<file path="config.mk">
export PLATFORM = sky130hd
export DESIGN_NAME = drum_mul_seq
export DESIGN_NICKNAME = d
export VERILOG_FILES = /design/src/rtl/drum_mul_seq.sv
export SDC_FILE = /design/constraint.sdc
export NUM_CORES = 1
export LEC_CHECK = 0
export CAP_MARGIN = 0
export CORE_MARGIN = 2
export CORE_UTILIZATION = 45
export CTS_BUF_LIST = sky130_fd_sc_hd__clkbuf_8
export DETAILED_ROUTE_END_ITERATION = 16
export HOLD_SLACK_MARGIN = 0.06
export PLACE_DENSITY = 0.69
export SKIP_CTS_REPAIR_TIMING = 1
export SYNTH_ARGS = -nofsm -noshare
export SYNTH_HDL_FRONTEND = slang
export SYNTH_SLANG_ARGS = --single-unit
</file>
<file path="constraint.sdc">
create_clock -name clk -period 4.62 [get_ports clk]
set_clock_uncertainty 0.05 [all_clocks]
set_input_delay 0.924 -clock clk [delete_from_list [all_inputs] [get_ports clk]]
set_output_delay 0.924 -clock clk [all_outputs]
set_load 0.02 [all_outputs]
</file>
<file path="src/rtl/drum_mul_seq.sv">
// Sequenced DRUM approximate multiplier: leading-one detection, K-bit unbiased
// mantissas, K-step shift-add multiply, then a left shift back to full scale.
module drum_mul_seq #(
    parameter int N = 16,
    parameter int K = 6
) (
    input  logic           clk,
    input  logic           rst_n,
    input  logic           in_valid,
    output logic           in_ready,
    input  logic [N-1:0]   a,
    input  logic [N-1:0]   b,
    output logic           out_valid,
    input  logic           out_ready,
    output logic [2*N-1:0] p
);

    localparam int SW = $clog2(N + 1);
    localparam int CW = (K > 1) ? $clog2(K) : 1;

    typedef enum logic [2:0] {
        IDLE,
        LOD,
        MUL,
        SHIFT,
        DONE
    } state_t;

    state_t          state;
    logic [N-1:0]    ra, rb;
    logic [K-1:0]    ma, mb;
    logic [SW-1:0]   sa, sb;
    logic [2*K-1:0]  acc;
    logic [CW-1:0]   cnt;

    logic [SW-1:0]   ta, tb;
    logic [K-1:0]    ma_n, mb_n;
    logic [SW-1:0]   sa_n, sb_n;
    logic [2*N-1:0]  accx;
    logic [SW:0]     ssum;
    logic [2*K-1:0]  addend;

    function automatic logic [SW-1:0] lead_one(input logic [N-1:0] x);
        logic [SW-1:0] t;
        t = '0;
        for (int unsigned i = 0; i < N; i++) begin
            if (x[i]) t = SW'(i);
        end
        return t;
    endfunction

    // Operands below 2^K keep all their bits and are never shifted.
    function automatic logic [SW-1:0] shamt(input logic [SW-1:0] t);
        return (t < SW'(K)) ? '0 : (t - SW'(K - 1));
    endfunction

    function automatic logic [K-1:0] mant(input logic [N-1:0] x, input logic [SW-1:0] t);
        if (t < SW'(K))
            return x[K-1:0];
        return K'(x >> shamt(t)) | K'(1);
    endfunction

    always_comb begin
        ta   = lead_one(ra);
        tb   = lead_one(rb);
        ma_n = mant(ra, ta);
        mb_n = mant(rb, tb);
        sa_n = shamt(ta);
        sb_n = shamt(tb);
        accx = '0;
        accx[2*K-1:0] = acc;
        ssum = {1'b0, sa} + {1'b0, sb};
        addend = (2*K)'(ma) << cnt;
    end

    always_ff @(posedge clk or negedge rst_n) begin
        if (!rst_n) begin
            state     <= IDLE;
            in_ready  <= 1'b1;
            out_valid <= 1'b0;
            p         <= '0;
            ra        <= '0;
            rb        <= '0;
            ma        <= '0;
            mb        <= '0;
            sa        <= '0;
            sb        <= '0;
            acc       <= '0;
            cnt       <= '0;
        end else begin
            case (state)
                IDLE: begin
                    if (in_valid) begin
                        ra       <= a;
                        rb       <= b;
                        in_ready <= 1'b0;
                        state    <= LOD;
                    end
                end
                LOD: begin
                    if (ra == '0 || rb == '0) begin
                        p         <= '0;
                        out_valid <= 1'b1;
                        state     <= DONE;
                    end else begin
                        ma    <= ma_n;
                        mb    <= mb_n;
                        sa    <= sa_n;
                        sb    <= sb_n;
                        acc   <= '0;
                        cnt   <= '0;
                        state <= MUL;
                    end
                end
                MUL: begin
                    if (mb[cnt])
                        acc <= acc + addend;
                    if (cnt == CW'(K - 1)) begin
                        state <= SHIFT;
                    end else begin
                        cnt <= cnt + 1'b1;
                    end
                end
                SHIFT: begin
                    p         <= accx << ssum;
                    out_valid <= 1'b1;
                    state     <= DONE;
                end
                DONE: begin
                    if (out_ready) begin
                        out_valid <= 1'b0;
                        in_ready  <= 1'b1;
                        state     <= IDLE;
                    end
                end
                default: begin
                    state     <= IDLE;
                    in_ready  <= 1'b1;
                    out_valid <= 1'b0;
                end
            endcase
        end
    end

endmodule

</file>
==> results of run 1 <==
## area by class of cell
type | count | share of cell area [%]
clock buffers | 9 | 1.51
clock inverters | 7 | 0.990
inverters | 25 | 1.14
multi-input cells | 637 | 51.3
flip-flops and latches | 106 | 32.3
well taps | 216 | 3.29
repair buffers | 81 | 9.47
## flip-flops by register name, summed over array words and instances, names as in the netlist
name,cells
acc,12
p,32
sb,5
mb,6
out_valid,1
sa,5
ma,6
state,3
cnt,3
rb,16
ra,16
in_ready,1
## metal layers
metal,share of wire (%),up-vias
met2,46,274
met5,0,-
met3,5.6,30
li1,-,3133
met1,47,2981
met4,1.5,0
## cell families after synthesis
group / count (synthesis)
flops: 106
xor+xnor: 14
compound gates: 258
fa+ha+maj: 22
buf+inv: 77
mux: 58
simple gates: 285
## worst max path at each step
stage | start | end | slack [ns] | cells after the start
final | rb[13] | mb[1] | 1.01 | 12
after floorplan | cnt[0] | acc[10] | 1.34 | 13
after global placement | ra[7] | ma[3] | 1.21 | 12
after CTS | rb[13] | mb[1] | 1.05 | 12
after detailed placement | rb[13] | mb[3] | 1.12 | 11
after global routing | rb[13] | mb[1] | 0.70 | 12
## cell usage in the layout (no fill, tap or decap), types with 4 or more instances in the layout
cell and n:
a32oi_1 4, or3_1 4, dfrtp_1 105, ha_1 20, nand4_1 5, inv_1 22
nand3_1 31, a2111oi_0 4, nor2b_1 6, nor4_1 6, mux2_2 28, buf_4 13
nand2_1 98, a21o_1 6, a31oi_1 12, mux4_2 5, o21ai_0 55, o21ai_1 11
o22ai_1 14, o31ai_1 5, a22o_1 34, and3_1 7, a311oi_1 5, xor2_1 4
clkdlybuf4s50_1 68, a221o_1 4, mux2i_1 24, nor2_1 67, and2_1 6, a211oi_1 8
a22oi_1 10, xnor2_1 10, a21oi_1 48, nor3_1 29, clkbuf_8 9, nand2b_1 5
## metrics by stage
| stage | instance area [µm²] | setup slack (ns) |
|---|---|---|
| after floorplan | 7200 | 1.34 |
| after global placement | 8010 | 1.21 |
| after detailed placement | 8010 | 1.12 |
| after CTS | 8220 | 1.05 |
| after global routing | 8220 | 0.702 |
| final | 8220 | 1.01 |
## worst max-delay path, stage by stage (launching register included)
cell and delay, ns:
dfrtp_1 0.54, or2_2 0.34, nor4_1 0.33, o21ai_2 0.22
inv_2 0.18, ha_1 0.34, nor3_1 0.10, a21o_2 0.21
a41oi_1 0.66, nand3_1 0.17, a31oi_1 0.21, nand3b_1 0.09
nand3_1 0.09
## power breakdown
part / switching, mW / total (mW) / internal (mW)
Combinational: 2.59 / 4.42 / 1.83
Clock: 0.379 / 0.596 / 0.217
Sequential: 0.565 / 1.86 / 1.29
Total: 3.54 / 6.87 / 3.34
==> impl_metrics.ini, run 1 <==
[cells_and_area]
final_cells = 1081
multi_input_area_um2 = 4220
area_growth_pct = 14.1
layout.nets = 918
final_util_pct = 52.1
seqCellArea_um2 = 2650
fillerInstances = 1497
antenna_cells = 0
drive_gt1_share_pct = 9.83

[worst_hold_path]
min_path_type = in -> async

[logic_synthesis]
netlist.area_leader.share_pct = 36.5
synth_nets = 878
synth-simple-area-share_pct = 19.0
synth_top_cells_by_area = dfrtp_1, nand2_1, mux2_2
synth-compound-area-share_pct = 24.3
synth-seq-area-share_pct = 36.8
synth_top_family_by_area = compound AO/OA/AOI/OAI gates
synth.distinct_cells = 87
yosysWarnings = 0
synth-main-ff-cell = dfrtp_1
async_reset_ff_share_pct = 100
avgSynthCellArea_um2 = 8.78
synth_edf_count = 0
syn_inst = 820
synth_area_um2 = 7200
synth.most_common_cell = dfrtp_1
yosys_register_bits = 106
post-synth-top-area-cell = dfrtp_1
synthTopCellsByCount = dfrtp_1, nand2_1, nor2_1, o21ai_0, a21oi_1
synthAdderAreaFrac_pct = 4.03
synth-xor-area-share_pct = 1.70
synthMuxAreaShare_pct = 9.43

[timing]
fmax_ghz = 0.277
period_minus_slack_ns = 3.61
worstMarginPinSlew_ns = 0.904
hold_viol = 0
final_max_slew_viol_count = 0
slew_headroom_pct = 39.3
tns_ns = 0
setup_viol = 0
rsz0062_at_grt = no
period_share_pct = 78.2
fin_hold_ws_ns = 0.426

[route]
first_pass_iters = 6
drt_iter0_drc = 658
wire_per_inst_um = 16.6
antenna_left = 0
drc = 0
routed_wl_um = 17900
vias = 6418
viasPerCell = 5.94

[grt]
busiest_layer = met2
antenna_found_initial = 0
grt_max_degree = 45
grt_pass1_vias = 5799
grt_overflow_total = 0
grt_util_met3_pct = 2.65
grt_pass1_wl_um = 29600
use_met1_pct = 31.8
grt_use_met2_pct = 34.4
grt.total_usage_pct = 21.7

[cts]
cts.htree.levels = 3
cts_tree = yes
path_clk_slew_ns = 0.12
clk_latency_ns = 0.40
root_buffer = clkbuf_8
numCtsBuffers = 9
clockBufferDepth = 2
cts_num_sinks = 106

[die]
die_h_um = 131
dieWidth_um = 131
core_um2 = 15800
rows = 46
die_area_um2 = 17000
ioPinCount = 70
initial_core_util_pct = 45.7

[worst_setup_path]
r2r-end = mb[1]
arrival_ns = 3.89
reg2reg_depth = 12
crit_path_end_kind = register
crit_type = reg -> reg
cp_data_required_time_ns = 4.90
critPathLaunchType = register
r2r-start = rb[13]
r2r_slack_ns = 1.01
worstPathMaxFanout = 14

[power_and_ir_drop]
power_mw = 6.87
ir_drop_mv = 0.410
powerDensity_nw_per_um2 = 836
p_leak_nw = 3.45

[status]
status = complete, no violations

[place]
globalplace.congestion = 0.960
hpwl_um = 13200
place_inst = 1065
port_buffers = 69

[flow_run]
cap_violations = 0
Power figures use the tool's default switching activity.
==> inputs of run 2 (changes only) <==
==> constraint.sdc (replaced) <==
create_clock -name clk -period 3.8 [get_ports clk]
set_clock_uncertainty 0.05 [all_clocks]
set_input_delay 0.76 -clock clk [delete_from_list [all_inputs] [get_ports clk]]
set_output_delay 0.76 -clock clk [all_outputs]
set_load 0.02 [all_outputs]
==> run 2 against run 1 <==
- global-route usage rose by 0.20 points
- maximum frequency is 3.7% higher
- sequential power increased by 20%
- worst setup slack worse by 0.69 ns
- first-iteration DRC count shrank 23%
- wire length fell by 1.3%
- non-clock buffer count increased by 5
- utilization is 0.35 points higher
- register-to-register slack lost 0.69 ns
- final area up 0.67%
- critical path depth is the same
==> impl_metrics.ini, run 2 (synthesis gave the netlist of run 1 again) <==
[cells_and_area]
largest_register_ffs = 32
antenna_cells = 0
final_cell_mix = dfrtp_1, nand2_1, clkdlybuf4s50_1
final_util_pct = 52.5
layout.nets = 923
drive_gt1_share_pct = 10.3
layout.cells.most_common = dfrtp_1
area_growth_pct = 14.9
top_register = p
top_regs = p (32), ra (16), rb (16)

[cts]
numCtsBuffers = 9
clk_latency_ns = 0.40
root_buffer = clkbuf_8
cts_tree = yes
cts_num_sinks = 106
clockBufferDepth = 2
path_clk_slew_ns = 0.11
cts.htree.levels = 3

[die]
die_area_um2 = 17000
core_um2 = 15800
initial_core_util_pct = 45.7
rows = 46
dieWidth_um = 131
die_h_um = 131
ioPinCount = 70

[status]
status = complete, no violations

[power_and_ir_drop]
p_leak_nw = 3.48
switching_power_mw = 4.29
pwr-share-seq_pct = 26.5
ir_drop_mv = 0.555
p_int_mw = 4.12
power_mw = 8.41
switching_share_pct = 51.0
p_comb_share_pct = 64.9
clkPwrFrac_pct = 8.5
powerDensity_nw_per_um2 = 1020

[worst_setup_path]
r2r-start = ra[7]
r2r_slack_ns = 0.32
worstPathMaxFanout = 14
cp-endpoint = ma[3]
critPathLaunch = ra[7]
critPathLaunchType = register
arrival_ns = 3.72
r2r-end = ma[3]
reg2reg_depth = 12
cp_data_required_time_ns = 4.03
crit_type = reg -> reg
crit_path_end_kind = register

[grt]
antenna_found_initial = 0
grt_pass1_vias = 6014
grt_max_degree = 58
grt.total_usage_pct = 21.9
grt_pass1_wl_um = 30100
grt_overflow_total = 0

[timing]
tns_ns = 0
hold_viol = 0
worstMarginPinSlew_ns = 0.918
fmax_ghz = 0.287
final_max_slew_viol_count = 0
slew_headroom_pct = 38.4
setup_viol = 0
rsz0062_at_grt = no
period_share_pct = 91.7
period_minus_slack_ns = 3.48

[flow_run]
cap_violations = 0

[place]
globalplace.congestion = 0.919
port_buffers = 69
hpwl_um = 13100

[worst_hold_path]
min_path_type = in -> async

[route]
drt_iter0_drc = 504
routed_wl_um = 17700
vias = 6373
antenna_left = 0
first_pass_iters = 5
viasPerCell = 5.87
drc = 0
wire_per_inst_um = 16.3
## run 2: layer usage
metal / wire (µm) / track usage (%) / up-vias / part of all wire [%]
li1: - / - / 3152 / -
met5: 0 / 0 / - / 0
met1: 8420 / 31.6 / 2981 / 48
met3: 886 / 3.26 / 27 / 5.0
met4: 299 / 5.69 / 0 / 1.7
met2: 8100 / 34.7 / 213 / 46
## run 2: area by class of cell
cell class / instances / area, µm²
fillers: 1523 / 7500
multi-input cells: 637 / 4220
flip-flops and latches: 106 / 2650
repair buffers: 86 / 828
well taps: 216 / 270
clock buffers: 9 / 124
inverters: 25 / 93.8
clock inverters: 7 / 86.3
## run 2: power groups by stage
stage,Clock (mW),Combinational [mW],Sequential [mW]
after floorplan,0,4.17,2.07
after global placement,0,5.36,2.24
after detailed placement,0,5.39,2.24
after CTS,0.744,5.41,2.22
after global routing,0.784,6.07,2.32
final,0.717,5.46,2.23
## run 2: how the worst min path moves through the flow
stage,startpoint,endpoint,slack [ns]
final,rst_n,acc[0],0.33
after global routing,rst_n,acc[0],0.37
after CTS,rst_n,acc[0],0.36
after detailed placement,p[22],p[22],0.41
after global placement,p[22],p[22],0.40
after floorplan,mb[0],mb[0],0.38
## run 2: through the flow
step	setup slack [ns]	hold WS, ns	instances	cell area (µm²)
2_1_floorplan	0.525	0.384	820	7200
3_3_place_gp	0.469	0.401	1070	8060
3_5_place_dp	0.396	0.406	1070	8060
4_1_cts	0.375	0.363	1086	8270
5_1_grt	0.0285	0.374	1086	8270
6_report	0.316	0.329	1086	8270
## run 2: worst max-delay path, cell delays in order (launching register included)
cell and delay, ns:
dfrtp_1 0.52, nor2_1 0.22, o31ai_1 0.10, a311o_1 0.39, a311oi_1 0.31, ha_1 0.51
nand2_1 0.21, a21oi_1 0.21, a21oi_1 0.06, a21oi_1 0.15, a31oi_1 0.08, a221o_1 0.36
o221a_1 0.20
==> inputs of run 3 (changes only) <==
==> constraint.sdc (replaced) <==
create_clock -name clk -period 3.7 [get_ports clk]
set_clock_uncertainty 0.05 [all_clocks]
set_input_delay 0.74 -clock clk [delete_from_list [all_inputs] [get_ports clk]]
set_output_delay 0.74 -clock clk [all_outputs]
set_load 0.02 [all_outputs]
==> run 3 against run 2 <==
- sequential power about the same
- global-route usage increased by 0.059 points
- wire length increased by 1.7%
- non-clock buffer count increased by 6
- sequential cell count unchanged
- total power increased by 3.7%
- clock-buffer cell count unchanged
- register-to-register slack got worse by 0.04 ns
==> impl_metrics.ini, run 3 (synthesis gave the netlist of run 1 again) <==
[die]
initial_core_util_pct = 45.7
ioPinCount = 70
core_um2 = 15800
dieWidth_um = 131
die_area_um2 = 17000
die_h_um = 131
rows = 46

[place]
place_worst_setup_slack_ns = 0.350
globalplace.congestion = 0.941
placed_area_um2 = 8110
port_buffers = 69
hpwl_um = 13300

[worst_setup_path]
cp-endpoint = ma[3]
crit_path_end_kind = register
r2r_slack_ns = 0.27
arrival_ns = 3.67
worstPathMaxFanout = 14
critPathLaunchType = register
r2r-start = ra[7]
cp_data_required_time_ns = 3.94
crit_type = reg -> reg
reg2reg_depth = 11
r2r-end = ma[3]
critPathLaunch = ra[7]

[timing]
hold_viol = 0
rsz0062_at_grt = no
setup_viol = 0
period_minus_slack_ns = 3.43
final_max_slew_viol_count = 0
period_share_pct = 92.6
fmax_ghz = 0.292
tns_ns = 0
setup_ws_ns = 0.273
worstMarginPinSlew_ns = 0.891
slew_headroom_pct = 40.2

[grt]
grt_overflow_total = 0
grt_pass1_wl_um = 30100
antenna_found_initial = 0
grt.total_usage_pct = 22.0
grt_util_met3_pct = 3.46
use_met1_pct = 31.2
grt_max_degree = 62
grt_use_met2_pct = 35.5
busiest_layer = met2
grt_pass1_vias = 5956

[route]
wire_per_inst_um = 16.5
viasPerCell = 5.87
antenna_left = 0
vias = 6407
drc = 0
drt_iter0_drc = 600
first_pass_iters = 6
routed_wl_um = 18000

[cts]
path_clk_slew_ns = 0.11
clk_latency_ns = 0.41
numCtsBuffers = 9
cts_tree = yes
clockBufferDepth = 2
root_buffer = clkbuf_8
cts.htree.levels = 3
cts_num_sinks = 106

[cells_and_area]
top_register = p
top_regs = p (32), ra (16), rb (16)
final_cell_mix = dfrtp_1, nand2_1, clkdlybuf4s50_1
largest_register_ffs = 32
layout.cells.most_common = dfrtp_1
layout.nets = 929
drive_gt1_share_pct = 11.0
final_cell_area_um2 = 8320
area_growth_pct = 15.5
final_util_pct = 52.7
antenna_cells = 0

[status]
status = complete, no violations

[power_and_ir_drop]
ir_drop_mv = 0.515
powerDensity_nw_per_um2 = 1050
p_leak_nw = 3.51

[worst_hold_path]
min_path_type = in -> async

[flow_run]
cap_violations = 0
run 3: changes by cell type in the layout (fill, tap and decap cells not counted), sizes merged:
cell | before | now
inv | 25 | 27
clkinv | 7 | 5
buf | 18 | 24
run 3: worst max-delay path: stages (launching register included):
cell and delay [ns]:
dfrtp_1 0.51, nor2_1 0.23, o31ai_1 0.10, a311o_1 0.39
a311oi_1 0.30, ha_1 0.45, nor2_1 0.23, mux2_1 0.34
nand2_1 0.07, a31oi_1 0.11, a221o_1 0.34, o221a_1 0.21
run 3: area by class of cell:
class	instances	area, µm²
Fill cell	1506	7450
Multi-Input combinational cell	637	4220
Clock inverter	7	83.8
Inverter	25	93.8
Timing Repair Buffer	92	873
Tap cell	216	270
Clock buffer	9	124
Sequential cell	106	2650
run 3: stage by stage:
stage,cells,power (mW),hold slack (ns)
after floorplan,820,6.40,0.384
after global placement,1076,7.86,0.402
after detailed placement,1076,7.90,0.406
after CTS,1092,8.67,0.315
after global routing,1092,9.49,0.327
final,1092,8.72,0.278
run 3: per-layer routing:
metal	wire (µm)	share of wire [%]	up-vias
li1	-	-	3152
met2	8420	47	213
met1	8390	47	3014
met5	0	0	-
met4	231	1.3	0
met3	968	5.4	28
run 3: how the worst min path moves through the flow:
stage / cells past startpoint / endpoint / slack [ns] / start
after floorplan: 2 / mb[0] / 0.38 / mb[0]
after global placement: 2 / p[21] / 0.40 / p[21]
after detailed placement: 2 / p[21] / 0.41 / p[21]
after CTS: 1 / acc[3] / 0.32 / rst_n
after global routing: 1 / acc[3] / 0.33 / rst_n
final: 1 / acc[3] / 0.28 / rst_n
run 3: power by group:
part	internal [mW]	switching (mW)	total, mW
clock	0.270	0.477	0.747
combinational	2.40	3.31	5.71
sequential	1.61	0.650	2.26
total	4.28	4.44	8.72
